===== src/rtl/ternary_accumulator.sv =====
// rtl/ternary_accumulator.sv - unsigned ternary accumulator with a one-entry result buffer
// Digits are 2-bit codes (00/01/10); ADD/SUB use a single-cycle generate/propagate lookahead.
module ternary_accumulator #(
    parameter int N     = 4,
    parameter int CNT_W = 8
) (
    input  logic             clk,
    input  logic             rst,
    input  logic             inValid,
    output logic             inReady,
    input  logic [1:0]       op,
    input  logic [2*N-1:0]   b,
    output logic [2*N-1:0]   acc,
    output logic             outValid,
    input  logic             outReady,
    output logic             cOut,
    output logic             ovf,
    output logic             illegal,
    output logic [CNT_W-1:0] opCount
);
    localparam logic [1:0] OP_LOAD  = 2'b00;
    localparam logic [1:0] OP_ADD   = 2'b01;
    localparam logic [1:0] OP_SUB   = 2'b10;
    localparam logic [1:0] OP_CLEAR = 2'b11;

    logic                accept;
    logic                subMode;
    logic                bIllegal;
    logic [2*N-1:0]      addend;
    logic [2*N-1:0]      sum;
    logic [N-1:0][2:0]   digitSum;
    logic [N-1:0]        gen;
    logic [N-1:0]        prop;
    logic [N:0]          carry;
    logic [2:0]          withCarry;

    assign inReady = ~outValid | outReady;
    assign accept  = inValid & inReady;

    // Carry into digit k from generate/propagate only, never from a neighbouring carry.
    function automatic logic carryInto(input logic [N-1:0] g, input logic [N-1:0] p,
                                       input logic cin, input int k);
        logic c;
        logic pAll;
        c    = 1'b0;
        pAll = 1'b1;
        for (int j = k - 1; j >= 0; j--) begin
            c    = c | (pAll & g[j]);
            pAll = pAll & p[j];
        end
        return c | (pAll & cin);
    endfunction

    always_comb begin
        subMode   = (op == OP_SUB);
        bIllegal  = 1'b0;
        addend    = '0;
        digitSum  = '0;
        gen       = '0;
        prop      = '0;
        carry     = '0;
        sum       = '0;
        withCarry = '0;
        for (int k = 0; k < N; k++) begin
            if (b[2*k +: 2] == 2'b11) begin
                bIllegal = 1'b1;
            end
            addend[2*k +: 2] = subMode ? (2'd2 - b[2*k +: 2]) : b[2*k +: 2];
            digitSum[k]      = {1'b0, acc[2*k +: 2]} + {1'b0, addend[2*k +: 2]};
            gen[k]           = (digitSum[k] >= 3'd3);
            prop[k]          = (digitSum[k] == 3'd2);
        end
        for (int k = 0; k <= N; k++) begin
            carry[k] = carryInto(gen, prop, subMode, k);
        end
        for (int k = 0; k < N; k++) begin
            withCarry        = digitSum[k] + {2'b00, carry[k]};
            sum[2*k +: 2]    = (withCarry >= 3'd3) ? 2'(withCarry - 3'd3) : withCarry[1:0];
        end
    end

    always_ff @(posedge clk) begin
        if (rst) begin
            acc      <= '0;
            cOut     <= 1'b0;
            outValid <= 1'b0;
            ovf      <= 1'b0;
            illegal  <= 1'b0;
            opCount  <= '0;
        end else if (accept) begin
            opCount  <= opCount + 1'b1;
            outValid <= 1'b1;
            if (op == OP_CLEAR) begin
                acc     <= '0;
                cOut    <= 1'b0;
                ovf     <= 1'b0;
                illegal <= 1'b0;
            end else if (bIllegal) begin
                illegal <= 1'b1;
            end else if (op == OP_LOAD) begin
                acc  <= b;
                cOut <= 1'b0;
            end else begin
                acc  <= sum;
                cOut <= carry[N];
                if ((op == OP_ADD && carry[N]) || (op == OP_SUB && !carry[N])) begin
                    ovf <= 1'b1;
                end
            end
        end else if (outReady) begin
            outValid <= 1'b0;
        end
    end
endmodule


===== config.mk =====
export PLATFORM = sky130hd
export DESIGN_NAME = ternary_accumulator
export DESIGN_NICKNAME = d
export VERILOG_FILES = /design/src/rtl/ternary_accumulator.sv
export SDC_FILE = /design/constraint.sdc
export NUM_CORES = 1
export LEC_CHECK = 0
export ABC_CLOCK_PERIOD_IN_PS = 4800
export BUFFER_PORTS_ARGS = -buffer_cell sky130_fd_sc_hd__buf_2
export CAP_MARGIN = 15
export CORE_MARGIN = 2
export CORE_UTILIZATION = 54
export DETAILED_ROUTE_END_ITERATION = 8
export GPL_TIMING_DRIVEN = 0
export PLACE_DENSITY = 0.79
export SYNTH_ARGS = -nofsm -noshare
export SYNTH_HDL_FRONTEND = slang
export SYNTH_SLANG_ARGS = --single-unit

===== constraint.sdc =====
create_clock -name clk -period 4.8 [get_ports clk]
set_input_delay 0.96 -clock clk [delete_from_list [all_inputs] [get_ports clk]]
set_output_delay 0.96 -clock clk [all_outputs]
set_load 0.005 [all_outputs]

# --- After elaboration in Yosys (flattened, before gate mapping) ---
# Cells that the tools add are included.
classes:
  muxes: 26
  order_cmp: 8
  reduce_logical: 11
  addsub: 17
  n_bitwise: 29
  n_eq_ne: 13
ops:
  columns: ["op", "n"]
  rows:
  - ["$ge A3 B2 Y1 const B", 8]
  - ["$mux W8", 3]
  - ["$and A1 B1 Y1", 17]
  - ["$mux W2", 8]
  - ["$mux W1", 15]
  - ["$add A2 B2 Y3", 4]
  - ["$add A3 B1 Y3", 4]
  - ["$eq A2 B2 Y1 const B", 6]
  - ["$eq A3 B2 Y1 const B", 4]
  - ["$or A1 B1 Y1", 11]
  - ["$add A8 B1 Y8 const B", 1]
  - ["$sub A2 B2 Y2 const A", 4]
  - ["$sub A2 B2 Y2 const B", 4]
  - ["$reduce_bool A2 Y1", 3]
  - ["$reduce_and A2 Y1", 2]
  - ["$reduce_and A4 Y1", 1]
  - ["$eq A2 B1 Y1 const B", 1]
  - ["$logic_and A1 B1 Y1", 2]
  - ["$logic_not A2 Y1", 1]
  - ["$ne A2 B1 Y1 const B", 1]
  - ["$ne A2 B2 Y1 const B", 1]
  - ["$logic_not A1 Y1", 1]
  - ["$logic_or A1 B1 Y1", 1]
  - ["$not A1 Y1", 1]
word_totals:
  output_inout_bits: 21
  in_bits: 14
  regBits: 20
  word_cells: 110

# --- Longest topological paths before layout ---
# Gate-level depths: netlist (run 1).
depth:
  ltp_word: 16
  mapped_depth: 17
  ltp_nobuf: 15

# --- Least setup slack after synthesis (run 1) ---
# Ideal clock, no wire load.
synth_timing:
  kind: "input to register"
  startpoint: "input op[0]"
  endpoint: "register acc[6]"
  slack_ns: 1.003
  setup_time_ns: 0.087
  cell_stages: 16
  t_required_ns: 4.713
  path_buffers: 2
  t_arrival_ns: 3.710
  cell_sequence: "buf_6 > nand2b_1 > buf_4 > o21ai_0 > fa_1 > o21a_1 > o31ai_1 > nand3b_1 > ha_1 > ha_1 > ha_1 > nor2_1 > nand3_1 > o21ai_0 > a22oi_1 > o31ai_1"
synth_via:
  elab_chain_len: 14
  elab_cells_between_ends: 34
  cone_classes: "add/sub: 6; order compare: 4; eq/ne: 6; mux: 8; bitwise: 8; reduce/logical: 2"
synth_lines:
  columns: ["item", "line_no", "text"]
  rows:
  - ["from (decl)", "11", "input logic [1:0] op,"]
  - ["$eq A2 B2 Y1", "55", "subMode = (op == OP_SUB);"]
  - ["$mux W2", "68", "addend[2*k +: 2] = subMode ? (2'd2 - b[2*k +: 2]) : b[2*k +: 2];"]
  - ["$add A2 B2 Y3", "69", "digitSum[k] = {1'b0, acc[2*k +: 2]} + {1'b0, addend[2*k +: 2]};"]
  - ["$ge A3 B2 Y1 / $eq A3 B2 Y1 (equally long branches)", "70, 71", null]
  - ["$and A1 B1 Y1 (on tied branches)", "48, 49", null]
  - ["$or A1 B1 Y1 (tied with other cells)", "48", "c = c | (pAll & g[j]);"]
  - ["$or A1 B1 Y1 / $and A1 B1 Y1 (equally long branches)", "48, 51", null]
  - ["$or A1 B1 Y1", "51", "return c | (pAll & cin);"]
  - ["$add A3 B1 Y3", "77", "withCarry = digitSum[k] + {2'b00, carry[k]};"]
  - ["$ge A3 B2 Y1 / $sub A2 B2 Y2 (equally long branches)", "78", "sum[2*k +: 2] = (withCarry >= 3'd3) ? 2'(withCarry - 3'd3) : withCarry[1:0];"]
  - ["$mux W2", "78", null]
  - ["$mux W8", "100", "end else if (op == OP_LOAD) begin"]
  - ["$mux W8", "98", "end else if (bIllegal) begin"]
  - ["$mux W8", "93", "if (op == OP_CLEAR) begin"]
  - ["to (signal assigned)", "104", "acc <= sum;"]
  - ["to (decl)", "13", "output logic [2*N-1:0] acc,"]
# Several ways; a longest one is shown, not always the timed one. The select of a mux whose other input is x is not followed.
# A chain may end at the register's enable or synchronous reset.

# --- Final worst setup path (run 1) ---
layout_timing:
  startpoint: "input b[2]"
  endpoint: "register acc[6]"
layout_via:
  elab_chain_len: 14
  elab_cells_between_ends: 26
  cone_classes: "add/sub: 4; order compare: 2; eq/ne: 3; mux: 8; bitwise: 8; reduce/logical: 1"
layout_lines:
  columns: ["item", "line_no", "text"]
  rows:
  - ["from (decl)", "12", "input logic [2*N-1:0] b,"]
  - ["$sub A2 B2 Y2", "68", null]
  - ["$mux W2", "68", null]
  - ["$add A2 B2 Y3", "69", null]
  - ["$ge A3 B2 Y1 / $eq A3 B2 Y1 (equally long branches)", "70, 71", null]
  - ["$and A1 B1 Y1 (on tied branches)", "48, 49", null]
  - ["$or A1 B1 Y1 (tied with other cells)", "48", null]
  - ["$or A1 B1 Y1 / $and A1 B1 Y1 (equally long branches)", "48, 51", null]
  - ["$or A1 B1 Y1", "51", null]
  - ["$add A3 B1 Y3", "77", null]
  - ["$ge A3 B2 Y1 / $sub A2 B2 Y2 (equally long branches)", "78", null]
  - ["$mux W2", "78", null]
  - ["$mux W8", "100", null]
  - ["$mux W8", "98", null]
  - ["$mux W8", "93", null]
# Several ways; a longest one is shown, not always the timed one. The select of a mux whose other input is x is not followed.

==> key figures, run 1 <==
Run status
  • Status: completed

STA
  • Final Hold Fails: 0
  • Final setup fails: 0
  • Min Tclk post-route: 3.78 ns
  • Slew Limit Fails: 0
  • Fmax: 0.264 GHz
  • Measured slew at the worst slew-check pin: 0.642 ns
  • Final cycle utilization of the critical path: 78.9%
  • Fin worst setup slack: 1.02 ns
  • Min Hold Slack: 0.493 ns
  • Clk_skew: 0.00889 ns
  • RSZ-0062 raised after global routing: no
  • Slew headroom: 56.8%
  • Setup_tns: 0 ns

Yosys
  • Post-synthesis area per instance: 8.62 um^2
  • Syn nets: 230
  • Multiplexer area fraction after synthesis: 3.65%
  • YS warnings: 0
  • Synth Area in XOR/XNOR: 5.85%
  • Synth Area in Compound Gates: 17.5%
  • Register bit count reported by yosys: 20
  • Unique cell type count in the Yosys netlist: 40
  • Post-synth EDFFs: 0
  • Post-synthesis sequential area ratio: 24.3%
  • Main combinational cell family by area after synthesis: simple AND/OR/NAND/NOR gates
  • Ys flop type: dfxtp_1
  • Post-Synth Adder-Cell Area: 20.8%
  • Simple-gate portion of the synthesized area: 24.8%
  • Synth Instances: 191
  • Fraction of registers with async set/reset: 0%
  • Post-Syn Area: 1650 um^2

Min path
  • Hold/Removal Path Class: reg2reg

Clock network
  • CTS max path bufs: 2
  • TritonCTS Buffers: 3
  • Hold_buf cts: 0
  • CTS tree: built
  • Post-CTS setup buffers: 0
  • Worst-path clk slew: 0.13 ns
  • Post-cts gate resize count: 0
  • Clk root buf: clkbuf_4
  • Sinks on Clock Net: 20
  • Clock Latency Late Sink: 0.32 ns
  • H-tree depth: 1

Pwr
  • VDD IR max: 0.000183 V
  • Gate power share: 41.1%
  • Leakage power: 0.861 nW
  • Reg power frac: 33.0%
  • Net Switching: 0.000193 W
  • PD cells: 292 nW/um^2
  • Clock share of power: 25.9%
  • Switching Share: 34.7%
  • Pint: 0.000363 W

Detailed routing
  • Drt pass-1 iters: 4
  • Remaining DRCs: 0
  • WL/cell: 14.1 um
  • DR vias: 1486
  • Iter 0 DRT Violations: 78
  • Final wirelength: 3670 um
  • Routed Antenna Nets: 0
  • Vias per cell: 5.72

Layout
  • Layout area overhead: 15.4%
  • Post-route insts no fill: 260
  • Share of cells above drive strength 1: 22.9%
  • Ant. Diodes: 0
  • Fillers: 271
  • Nets@finish: 267

Place
  • Inst Count DP: 256
  • HPWL Detailed: 2920 um
  • PortBufs: 32
  • RePlAce Congestion: 0.797
  • Worst slack, placed: 0.713 ns

GRT
  • Vias in the first global route: 1361
  • All-Layer GR Usage: 23.9%
  • Largest net degree at the start of global routing: 13
  • Initial antenna violation count: 0
  • First-pass GRT wire length: 6350 um
  • GR Overflow Total: 0

Die
  • Die area: 3510 um^2
  • Core Region: 2980 um^2
  • IO Pins: 35
  • Die Ht: 59.2 um
  • Starting Density: 55.3%
  • Die width: 59.2 um
  • Row Count: 20

Worst setup path
  • Worst EP required: 5.05 ns
  • CP Class: in2reg
  • Crit. End Element: register
  • Setup crit start kind: input pin
  • Max FO, Critical Path: 4
  • CP arrival: 4.03 ns

Job
  • Max Cap Viol: 0
==> flip-flops by register name, summed over array words and instances (netlist names) <==
register and flops:
opCount 8, ovf 1, illegal 1, outValid 1
acc 8, cOut 1
==> area by class of cell <==
class                           count  area [um^2]  area share [%]
Buffer                              7         43.8            2.30
Clock buffer                        3         22.5            1.18
Clock inverter                      1         30.0            1.58
Inverter                            2         7.51           0.395
Multi-Input combinational cell    162         1190            62.9
Sequential cell                    20          400            21.1
Tap cell                           33         41.3            2.17
Timing Repair Buffer               32          160            8.43
==> critical path, stage by stage <==
cell and delay (ns):
buf_2 0.12, ha_1 0.29, o21ai_0 0.24, fa_1 0.53, o21a_1 0.14, o31ai_1 0.28
nand3b_1 0.17, ha_1 0.23, ha_1 0.29, ha_1 0.20, nor2_1 0.12, nand3_1 0.08
o21ai_0 0.08, a22oi_1 0.09, o31ai_1 0.20
==> metrics by stage <==
step                      power (W)  util (%)  cell area, um^2
after floorplan            0.000363         -             1650
after global placement     0.000408      62.1             1850
after detailed placement   0.000414      62.1             1850
after CTS                  0.000555      63.8             1900
after global routing       0.000604      63.8             1900
final                      0.000555      63.8             1900
==> Yosys cell counts, drive strengths merged, types with 2 or more instances <==
cell type,number,area share (%)
xor2,5,2.7
a21oi,7,2.1
o221ai,2,1.8
nand2b,6,2.3
inv,2,0.46
buf,5,2.2
nor2,16,3.8
nor2b,8,4.0
dfxtp,20,24
and3,3,1.1
a31oi,6,2.3
mux2i,6,3.6
ha,21,16
nand3,7,2.4
nand4,2,0.76
o31ai,2,0.91
nand2,27,6.2
xnor2,6,3.2
o21ai,14,4.3
fa,4,4.9
clkbuf,2,0.46
o211ai,3,1.4
a21o,5,2.3
==> final timing paths <==
kind              cells past startpoint  slack [ns]   start     end
setup / recovery                     15        1.02    b[2]  acc[6]
hold reg to reg                       2        0.49  acc[0]  acc[0]
hold / removal                        2        0.49  acc[0]  acc[0]
setup reg to reg                     13        1.77  acc[2]  acc[6]
==> power by group through the flow <==
stage / logic [W] / clock network, W / registers (W)
final: 0.000228 / 0.000144 / 0.000183
after floorplan: 0.000177 / 0 / 0.000187
after CTS: 0.000229 / 0.000143 / 0.000183
after detailed placement: 0.000227 / 0 / 0.000187
after global routing: 0.000268 / 0.000151 / 0.000185
after global placement: 0.000221 / 0 / 0.000187
==> routing by layer <==
metal / global-route usage, % / vias to the layer above / share of wire [%]
li1: - / 756 / -
met1: 35.7 / 683 / 48
met2: 34.7 / 43 / 44
met3: 2.84 / 4 / 5.9
met4: 9.42 / 0 / 1.4
met5: 0 / - / 0
==> cell usage in the layout (no fill, tap or decap), types with 6 or more instances in the layout <==
| master | netlist | routed |
|---|---|---|
| nor2_1 | 15 | 15 |
| nand2_1 | 27 | 27 |
| dfxtp_1 | 20 | 20 |
| o21ai_0 | 14 | 14 |
| nor2b_1 | 6 | 6 |
| a21oi_1 | 7 | 7 |
| nand2b_1 | 6 | 6 |
| xnor2_1 | 6 | 6 |
| a31oi_1 | 6 | 6 |
| ha_1 | 21 | 21 |
| mux2i_1 | 6 | 6 |
| nand3_1 | 6 | 6 |
| buf_2 | 2 | 34 |
==> kinds of logic after synthesis <==
logic type | Yosys count
multiplexers | 6
adder cells (fa/ha/maj) | 25
flip-flops | 20
AND/OR/NAND/NOR | 77
XOR/XNOR | 11
AO/OA/AOI/OAI | 43
buffers and inverters | 9
Power figures use the tool's default switching activity.
==> inputs of run 2 (changes only) <==
--- a/config.mk
+++ b/config.mk
@@ -5,14 +5,15 @@
 export SDC_FILE = /design/constraint.sdc
 export NUM_CORES = 1
 export LEC_CHECK = 0
-export ABC_CLOCK_PERIOD_IN_PS = 4800
+export ABC_AREA = 1
+export ABC_CLOCK_PERIOD_IN_PS = 3800
 export BUFFER_PORTS_ARGS = -buffer_cell sky130_fd_sc_hd__buf_2
 export CAP_MARGIN = 15
 export CORE_MARGIN = 2
 export CORE_UTILIZATION = 54
 export DETAILED_ROUTE_END_ITERATION = 8
 export GPL_TIMING_DRIVEN = 0
-export PLACE_DENSITY = 0.79
+export PLACE_DENSITY = 0.8
 export SYNTH_ARGS = -nofsm -noshare
 export SYNTH_HDL_FRONTEND = slang
 export SYNTH_SLANG_ARGS = --single-unit
==> constraint.sdc (replaced) <==
create_clock -name clk -period 3.8 [get_ports clk]
set_input_delay 0.76 -clock clk [delete_from_list [all_inputs] [get_ports clk]]
set_output_delay 0.76 -clock clk [all_outputs]
set_load 0.005 [all_outputs]
==> run 2 against run 1 <==
Compared with the run above: register-to-register slack got worse by 0.89 ns; synthesized area decreased by 5.6%; final cell count grew 8.5%; utilization is 2.6 points higher; die area fell by 5.2%; wire length fell by 13%; sequential power up 27%; critical endpoint unchanged; non-clock buffer count shrank 3; first-iteration DRC count shrank 28%; clock-buffer cell count stayed put; sequential share of layout area rose by 0.99 points; highest routed layer unchanged.
==> key figures, run 2 <==
Run status
  • Status: completed

Layout
  • Layout area overhead: 16.8%
  • Post-route insts no fill: 282
  • Largest registers: acc (8), opCount (8)
  • Commonest non-fill, non-tap cell in the layout: nand2_1
  • Highest-count cells in the layout ignoring fill and taps: nand2_1 (42), buf_2 (35), nor2_1 (32)
  • Share of cells above drive strength 1: 19.5%
  • Nets@finish: 291
  • Ant. Diodes: 0

STA
  • Fmax: 0.288 GHz
  • Clk_skew: 0.00518 ns
  • Measured slew at the worst slew-check pin: 0.527 ns
  • Slew Limit Fails: 0
  • Setup_tns: 0 ns
  • RSZ-0062 raised after global routing: no
  • Final cycle utilization of the critical path: 91.3%
  • Min Tclk post-route: 3.47 ns
  • Final Hold Fails: 0
  • Min Hold Slack: 0.476 ns
  • Slew headroom: 64.9%
  • Final setup fails: 0

Yosys
  • Post-synth top area cell: dfxtp_1
  • Synth Instances: 213
  • Register bit count reported by yosys: 20
  • YS warnings: 0
  • Post-Syn Area: 1550 um^2
  • Top-count cell post-synth: nand2_1
  • Post-synthesis area per instance: 7.30 um^2
  • Top post-synthesis cells by count: nand2_1 (42), nor2_1 (32), ha_1 (21), inv_1 (21), dfxtp_1 (20)
  • Unique cell type count in the Yosys netlist: 28
  • Syn nets: 252
  • Post-synth top area share: 25.8%
  • Dominant cells by area after synthesis: dfxtp_1 (26%), ha_1 (17%), nand2_1 (10%)
  • Post-synth EDFFs: 0
  • Post-synthesis sequential area ratio: 25.8%
  • Fraction of registers with async set/reset: 0%
  • Ys flop type: dfxtp_1

Clock network
  • Post-cts gate resize count: 0
  • Worst-path clk slew: 0.12 ns
  • TritonCTS Buffers: 3
  • Sinks on Clock Net: 20
  • Post-CTS setup buffers: 0
  • CTS tree: built
  • Clock Latency Late Sink: 0.32 ns
  • Hold_buf cts: 0
  • CTS max path bufs: 2
  • H-tree depth: 1
  • Clk root buf: clkbuf_4

Worst setup path
  • Worst EP required: 4.00 ns
  • Crit. End Element: register
  • CP arrival: 3.66 ns
  • CP Class: in2reg
  • Setup crit start kind: input pin
  • CP peak stage delay: 0.50 ns
  • Critical path, cell by cell: buf_2 -> ha_1 -> o21ai_0 -> fa_1 -> a21o_1 -> inv_1 -> nand2_1 -> nand2_1 -> nand3_1 -> ha_1 -> ha_1 -> ha_1 -> a21oi_1 -> nand2_1 -> xor2_1 -> o21ai_0 -> a21oi_1
  • Max FO, Critical Path: 3
  • Slowest CP cell: fa_1
  • Crit-path most repeated cell: ha_1

Die
  • Die width: 57.6 um
  • Die Ht: 57.6 um
  • IO Pins: 35
  • Row Count: 19
  • Die area: 3320 um^2
  • Core Region: 2730 um^2
  • Starting Density: 56.8%

Detailed routing
  • Iter 0 DRT Violations: 56
  • Routed Antenna Nets: 0
  • WL/cell: 11.4 um
  • Vias per cell: 5.21
  • Final wirelength: 3210 um
  • Remaining DRCs: 0
  • DR vias: 1468
  • Drt pass-1 iters: 4

Place
  • PortBufs: 34
  • RePlAce Congestion: 0.817
  • HPWL Detailed: 2550 um
  • Inst Count DP: 278

GRT
  • Largest net degree at the start of global routing: 13
  • Vias in the first global route: 1364
  • All-Layer GR Usage: 21.6%
  • Initial antenna violation count: 0
  • First-pass GRT wire length: 5660 um
  • GR Overflow Total: 0

Pwr
  • PD cells: 397 nW/um^2
  • Overall Power: 0.000720 W
  • Leakage power: 0.948 nW
  • VDD IR max: 0.000406 V

Min path
  • Hold/Removal Path Class: reg2reg

Job
  • Max Cap Viol: 0
run 2: power by group:
group / internal, W / switching [W]
combinational: 0.000133 / 0.000174
clock: 0.000107 / 0.0000746
sequential: 0.000222 / 0.0000106
run 2: worst max-delay path: cells and delay by family:
kind	cells	cell delay, ns
buffers and inverters	2	0.17
adder cells (fa/ha/maj)	5	1.47
AO/OA/AOI/OAI	5	0.81
AND/OR/NAND/NOR	4	0.33
XOR/XNOR	1	0.15
run 2: worst paths after layout:
check,start,to,slack [ns],cells after the start
min reg2reg,ovf,ovf,0.48,2
min,ovf,ovf,0.48,2
max,b[2],acc[6],0.33,17
max reg2reg,acc[2],acc[6],0.88,15
run 2: per-stage QoR:
| stage | worst slack [ns] | utilization [%] | area (um^2) |
|---|---|---|---|
| 2_1_floorplan | 0.342 | - | 1550 |
| 3_3_place_gp | 0.0194 | 64.5 | 1760 |
| 3_5_place_dp | -0.0131 | 64.5 | 1760 |
| 4_1_cts | 0.326 | 66.4 | 1820 |
| 5_1_grt | 0.0141 | 66.4 | 1820 |
| 6_report | 0.332 | 66.4 | 1820 |
run 2: final cells by class:
type	count	area (um^2)
clock inverter	1	30.0
fill	262	918
timing repair buffer	34	170
buffer	2	8.76
tap	31	38.8
sequential	20	400
multi-input combinational	169	1060
inverter	22	82.6
clock buffer	3	22.5
run 2: routing by layer:
layer,wire [um],up-vias,track usage [%]
li1,-,790,-
met1,1480,641,27.8
met2,1540,32,36.2
met3,144,5,4.24
met4,43,0,7.31
met5,0,-,0
run 2: cells by family (layout without fill, tap and decap cells):
kind of cell | after synthesis | count (layout) | share of synthesized area [%]
AOI/OAI and AO/OA | 37 | 37 | 13.5
xor gates and xnor gates | 9 | 9 | 5.07
adders and majority gates | 25 | 25 | 22.1
buffers and inverters | 24 | 62 | 5.88
DFF | 20 | 20 | 25.8
and+or+nand+nor | 98 | 98 | 27.7
